--- config.mk ---
export PLATFORM = sky130hd
export DESIGN_NAME = gate_ctrl
export DESIGN_NICKNAME = d
export VERILOG_FILES = /design/src/rtl/gate_ctrl.sv
export SDC_FILE = /design/constraint.sdc
export NUM_CORES = 1
export LEC_CHECK = 0
export BUFFER_PORTS_ARGS = -buffer_cell sky130_fd_sc_hd__buf_2
export CORE_MARGIN = 2
export CORE_UTILIZATION = 32
export DETAILED_ROUTE_END_ITERATION = 8
export SKIP_LAST_GASP = 1
export SLEW_MARGIN = 20
export SYNTH_ARGS = -nofsm -noshare
export SYNTH_HDL_FRONTEND = slang
export SYNTH_SLANG_ARGS = --single-unit
--- constraint.sdc ---
create_clock -name clk -period 2.55 [get_ports clk]
set_input_delay 0.51 -clock clk [delete_from_list [all_inputs] [get_ports clk]]
set_output_delay 0.51 -clock clk [all_outputs]
set_load 0.02 [all_outputs]
--- src/rtl/gate_ctrl.sv ---
// rtl/gate_ctrl.sv - frequency-counter gate sequencer: clear, gate, settle, latch
module gate_ctrl #(
  parameter int GATE0   = 50_000_000,
  parameter int GATE1   = 5_000_000,
  parameter int GATE2   = 500_000,
  parameter int CLR_CYC = 4,
  parameter int LAT_CYC = 4
) (
  input  logic       clk,
  input  logic       rst,
  input  logic       run,
  input  logic [1:0] range_sel,
  output logic       cnt_clr,
  output logic       cnt_en,
  output logic       latch_out,
  output logic [1:0] range_out,
  output logic       busy,
  output logic       done
);

  localparam int CNT_W = 26;
  localparam logic [CNT_W-1:0] CLR_LAST = CNT_W'(CLR_CYC - 1);
  localparam logic [CNT_W-1:0] LAT_LAST = CNT_W'(LAT_CYC - 1);
  localparam logic [CNT_W-1:0] G0_LAST  = CNT_W'(GATE0 - 1);
  localparam logic [CNT_W-1:0] G1_LAST  = CNT_W'(GATE1 - 1);
  localparam logic [CNT_W-1:0] G2_LAST  = CNT_W'(GATE2 - 1);

  typedef enum logic [2:0] {
    IDLE   = 3'd0,
    CLEAR  = 3'd1,
    GATE   = 3'd2,
    SETTLE = 3'd3,
    LATCH  = 3'd4
  } state_t;

  state_t           state, state_nxt;
  logic [CNT_W-1:0] cnt;
  logic [CNT_W-1:0] gate_last;
  logic [1:0]       act_range;
  // Holds IDLE for one extra edge after reset release so the first CLEAR
  // starts on the second rising edge.
  logic             rst_hold;

  always_comb begin
    gate_last = G0_LAST;
    case (act_range)
      2'd1:    gate_last = G1_LAST;
      2'd2:    gate_last = G2_LAST;
      default: gate_last = G0_LAST;
    endcase
  end

  always_comb begin
    state_nxt = state;
    case (state)
      IDLE:   if (run && !rst_hold) state_nxt = CLEAR;
      CLEAR:  if (!run) state_nxt = IDLE;
              else if (cnt == CLR_LAST) state_nxt = GATE;
      GATE:   if (!run) state_nxt = IDLE;
              else if (cnt == gate_last) state_nxt = SETTLE;
      SETTLE: state_nxt = LATCH;
      LATCH:  if (cnt == LAT_LAST) state_nxt = run ? CLEAR : IDLE;
      default: state_nxt = IDLE;
    endcase
  end

  always_ff @(posedge clk or posedge rst) begin
    if (rst) begin
      state     <= IDLE;
      cnt       <= '0;
      act_range <= 2'd0;
      range_out <= 2'd0;
      rst_hold  <= 1'b1;
    end else begin
      state    <= state_nxt;
      rst_hold <= 1'b0;
      if (state_nxt != state || state == IDLE)
        cnt <= '0;
      else
        cnt <= cnt + 1'b1;
      if (state_nxt == CLEAR && state != CLEAR)
        act_range <= (range_sel == 2'd3) ? 2'd0 : range_sel;
      if (state_nxt == LATCH && state != LATCH)
        range_out <= act_range;
    end
  end

  // Strobes decode directly from state so an async reset clears them at once.
  assign cnt_clr   = (state == CLEAR);
  assign cnt_en    = (state == GATE);
  assign latch_out = (state == LATCH);
  assign busy      = (state != IDLE);
  assign done      = (state == LATCH) && (cnt == LAT_LAST);

endmodule
==> metrics.sh <==
WORSTPATHCELLLIST='nor4_1 > nand2_1 > nor4_4 > buf_2'
GRT_MAX_DEGREE=35
CTS_ROOT_BUFFER='sky130_fd_sc_hd__clkbuf_8'
IOS=12
FLIP_FLOP_AND_LATCH_COUNT_AFTER_SYNTHESIS=34
WORST-ENDPOINT-REQUIRED_PS=2040
SYNTH_ASYNC_SR_FLOP_SHARE=1.000
CLOCK.FMAX_GHz=0.4237
CELLLEAKAGEPOWER_uW=0.0009051
CRITICAL_PATH_BUF_INV_COUNT=1
FINAL.SETUP.WORST_SLACK_PS=190.0
CTS.REPORTEDPATHS.CLKPINSLEW_PS=70
DETAIL_ROUTE.WIRELENGTH.MET1_UM=1834
NUMBER_OF_CLOCK_SINKS_SEEN_BY_CTS=34
POWERDENSITY_nW_PER_UM2=508.0
PRE_CTS_WORST_SETUP_SLACK_PS=414.2
SYNTHESIS.AREA_PER_INSTANCE_UM2=9.464
CTS_BUFFER_DEPTH=2
SLEW_AT_THE_PIN_WITH_THE_WORST_MAX_SLEW_SLACK_PS=606.3
POSTSYNTHCELLCOUNT=195
DETAILROUTE.WIRELENGTH.MET2_UM=1795
DRCVIOLATIONCOUNT=0
FIN_SKEW_PS=9.924
MULTI_INPUT_COMB_AREA_UM2=953.4
LAYOUT_WORST_PATH_CYCLE_SHARE=0.9255
WORST-SETUP-PATH-TYPE='reg2out'
DIE_AREA_UM2=6390
SETUP_REPAIR_AFTER_GLOBAL_ROUTING_MISSED_ITS_MARGIN='false'
AVGVIACOUNTPERCELL=4.948
VDD.IR_DROP.WORST_V=0.0002627
CTS_INSERTED_BUFFERS=5
FLOW.AREA_GROWTH_FROM_SYNTHESIS_PCT=14.78
CRITICAL_PATH_SLOWEST_STAGE_CELL='sky130_fd_sc_hd__dfrtp_1'
CRIT_ARRIVAL_PS=1850
INSERTEDDIODECOUNT=0
SHARE_OF_FINAL_LAYOUT_STANDARD_CELLS_STRONGER_THAN_DRIVE_STRENGTH_1=0.1290
WORST_PATH_LARGEST_CELL_DELAY_PS=460
ANTENNA_LEFT=0
FINAL_MAX_SLEW_VIOL_COUNT=0
HOLD_VIOLATIONS=0
YOSYSUNIQUECELLTYPES=34
CRITPATHTOPFAMILY='simple AND/OR/NAND/NOR gates'
SYNTH_SEQ_AREA_SHARE=0.4617
FIRST_GLOBAL_VIAS=1453
WIRELENGTH_UM=3826
TIMING.CRITICAL_PATH.FANOUT_MAX=7
NUM_VIAS=1430
FIRST_PASS_GRT_WIRE_LENGTH_UM=6686
STATUS='finished clean'
CTS-HTREE-LEVELS=2
TIMING.FINAL.CRIT_PERIOD_PS=2360
CRITPATHLAUNCHTYPE='register'
DIE_W_UM=79.94
TIMING.SLEW.HEADROOM=0.5927
FILL_CELLS=559
GROUTE.USAGE.OVERALL=0.1344
DIEHEIGHT_UM=79.94
PLACE.GP.CONGESTION=0.8491
SYNTH-EDFF-COUNT=0
FIN_TNS_SETUP_PS=0
WORST_SETUP_PATH_END_KIND='output port'
YS_WARN_COUNT=0
DETAILEDPLACEMENTHPWL_UM=2739
TRITONCTS='yes'
GRT.OVERFLOW.TOTAL=0
MET3WIRELENGTH_UM=135
ROWS=27
HOLD_WS_PS=299.5
TYPE_OF_THE_TIGHTEST_MIN_DELAY_CHECK='in2async'
1ST_PASS_ROUTER_ITERATIONS=4
CLKLATENCYLATEPIN_PS=290
CORE_REGION_AREA_UM2=5540
DRT_ITER0_MARKERS=59
SEQUENTIAL_CELL_AREA_UM2=852.1
DRT-WIRELENGTH-PER-CELL_UM=13.24
LAYOUT.NETS=224
MAX-CAP-VIOLATIONS=0
POST_CTS_RESIZE_COUNT=0
I_O_BUFFERS=11
ANTENNA_FOUND_INITIAL=0
SYN-NUM-NETS=203
STARTING_DENSITY_OF_THE_CORE=0.3331
HIGHEST_LAYER='met4'
SYNTH_FLOP_CELL='sky130_fd_sc_hd__dfrtp_1'
SYN-CELL-AREA_UM2=1846
CTS_SETUP_BUFFERS=0
CTSHOLDBUFFERS=0
SETUP_VIOL_COUNT_FINAL=0
-- metrics by stage --
stage	std cells	power, uW	cell area (um^2)	utilization
after floorplan	195	647.2	1846	-
after global placement	281	676.4	2018	0.3643
after detailed placement	281	677.2	2018	0.3643
after CTS	289	1091	2110	0.3808
after global routing	289	1136	2118	0.3823
final	289	1076	2118	0.3823
-- cells in the mapped netlist (all sizes together) (2+ instances only) --
master | count | area share
mux2i | 2 | 0.011
o21ai | 3 | 0.0081
nand2b | 3 | 0.010
nor4 | 5 | 0.020
a31oi | 3 | 0.018
nor3 | 9 | 0.024
dfrtp | 33 | 0.45
o22ai | 2 | 0.0068
xor2 | 16 | 0.076
and4 | 4 | 0.019
inv | 7 | 0.014
nand3 | 11 | 0.030
buf | 2 | 0.012
a21oi | 4 | 0.011
nor2b | 8 | 0.027
or3 | 2 | 0.0068
xnor2 | 9 | 0.043
ha | 3 | 0.020
and3 | 5 | 0.017
nor2 | 31 | 0.063
nand2 | 17 | 0.035
nor3b | 2 | 0.014
nand4 | 6 | 0.020
-- worst reg2reg max path, cell delays in order, from the launching register on --
cell	delay [ps]
sky130_fd_sc_hd__dfrtp_1	380
sky130_fd_sc_hd__ha_1	240
sky130_fd_sc_hd__and4_1	310
sky130_fd_sc_hd__nand4_1	130
sky130_fd_sc_hd__a211oi_2	170
sky130_fd_sc_hd__o2111ai_1	240
sky130_fd_sc_hd__a31oi_1	420
sky130_fd_sc_hd__mux2i_1	230
-- layout by cell type, fill, tap and decap left out, drive strengths merged --
| master | netlist | final |
|---|---|---|
| a211oi | 1 | 1 |
| o22ai | 2 | 2 |
| o211ai | 1 | 1 |
| nor3b | 2 | 2 |
| clkbuf | 0 | 7 |
| nand2b | 3 | 3 |
| o21ai | 3 | 3 |
| clkinv | 0 | 1 |
| nand2 | 17 | 17 |
| ha | 3 | 3 |
| a31oi | 3 | 3 |
| nor2 | 31 | 31 |
| o2111ai | 1 | 1 |
| dfrtp | 33 | 33 |
| xnor2 | 9 | 9 |
| dfstp | 1 | 1 |
| nand3 | 11 | 11 |
| and3 | 5 | 5 |
| and3b | 1 | 1 |
| and4 | 4 | 4 |
| xor2 | 16 | 16 |
| nor4 | 5 | 5 |
| mux2i | 2 | 2 |
| nand4 | 6 | 6 |
| a21oi | 4 | 4 |
| o31ai | 1 | 1 |
| or3 | 2 | 2 |
| nor2b | 8 | 8 |
| nand4b | 1 | 1 |
| buf | 2 | 16 |
| nor3 | 9 | 9 |
| conb | 1 | 1 |
| inv | 7 | 7 |
-- final timing paths --
kind / startpoint / to / slack [ps] / cells after the start
worst min-delay path: rst / cnt[21]$_DFF_PP0_ / 300 / 3
worst max register to register: cnt[0]$_DFF_PP0_ / act_range[0]$_DFFE_PP0P_ / 370 / 7
worst max-delay path: cnt[5]$_DFF_PP0_ / done / 190 / 4
max in group asynchronous: rst / rst_hold$_DFF_PP1_ / 1920 / 3
worst min register to register: cnt[0]$_DFF_PP0_ / cnt[0]$_DFF_PP0_ / 470 / 1
min in group clk: cnt[0]$_DFF_PP0_ / cnt[0]$_DFF_PP0_ / 470 / 1
-- layer usage --
metal / global-route usage / up-vias
li1: - / 714
met1: 0.1771 / 692
met2: 0.2050 / 19
met3: 0.04299 / 5
met4: 0.05085 / 0
met5: 0 / -
-- registers in the layout, summed over array words and instances (netlist names) --
signal	cells
cnt	26
rst_hold	1
range_out	2
act_range	2
state	3
-- cell families after synthesis --
kind of cell / synth area share
muxes: 0.01085
DFF: 0.4617
AOI/OAI and AO/OA: 0.06373
and+or+nand+nor: 0.2963
buffers and inverters: 0.02644
xor gates and xnor gates: 0.1186
adders and majority gates: 0.02034
other: 0.002032
-- final cells by class --
class,instances,area share
Timing Repair Buffer,16,0.04962
Sequential cell,34,0.4022
Inverter,7,0.01240
Clock buffer,7,0.04076
Tap cell,72,0.04253
Clock inverter,1,0.002363
Multi-Input combinational cell,152,0.4501
-- power breakdown --
| part | total (uW) | internal (uW) | switching, uW | leakage [uW] |
|---|---|---|---|---|
| Sequential | 560 | 552 | 8.20 | 0.000466 |
| Combinational | 106 | 39.8 | 66.0 | 0.000391 |
| Clock | 410 | 218 | 193 | 0.0000482 |
| Total | 1080 | 809 | 267 | 0.000905 |
Power figures use the tool's default switching activity.
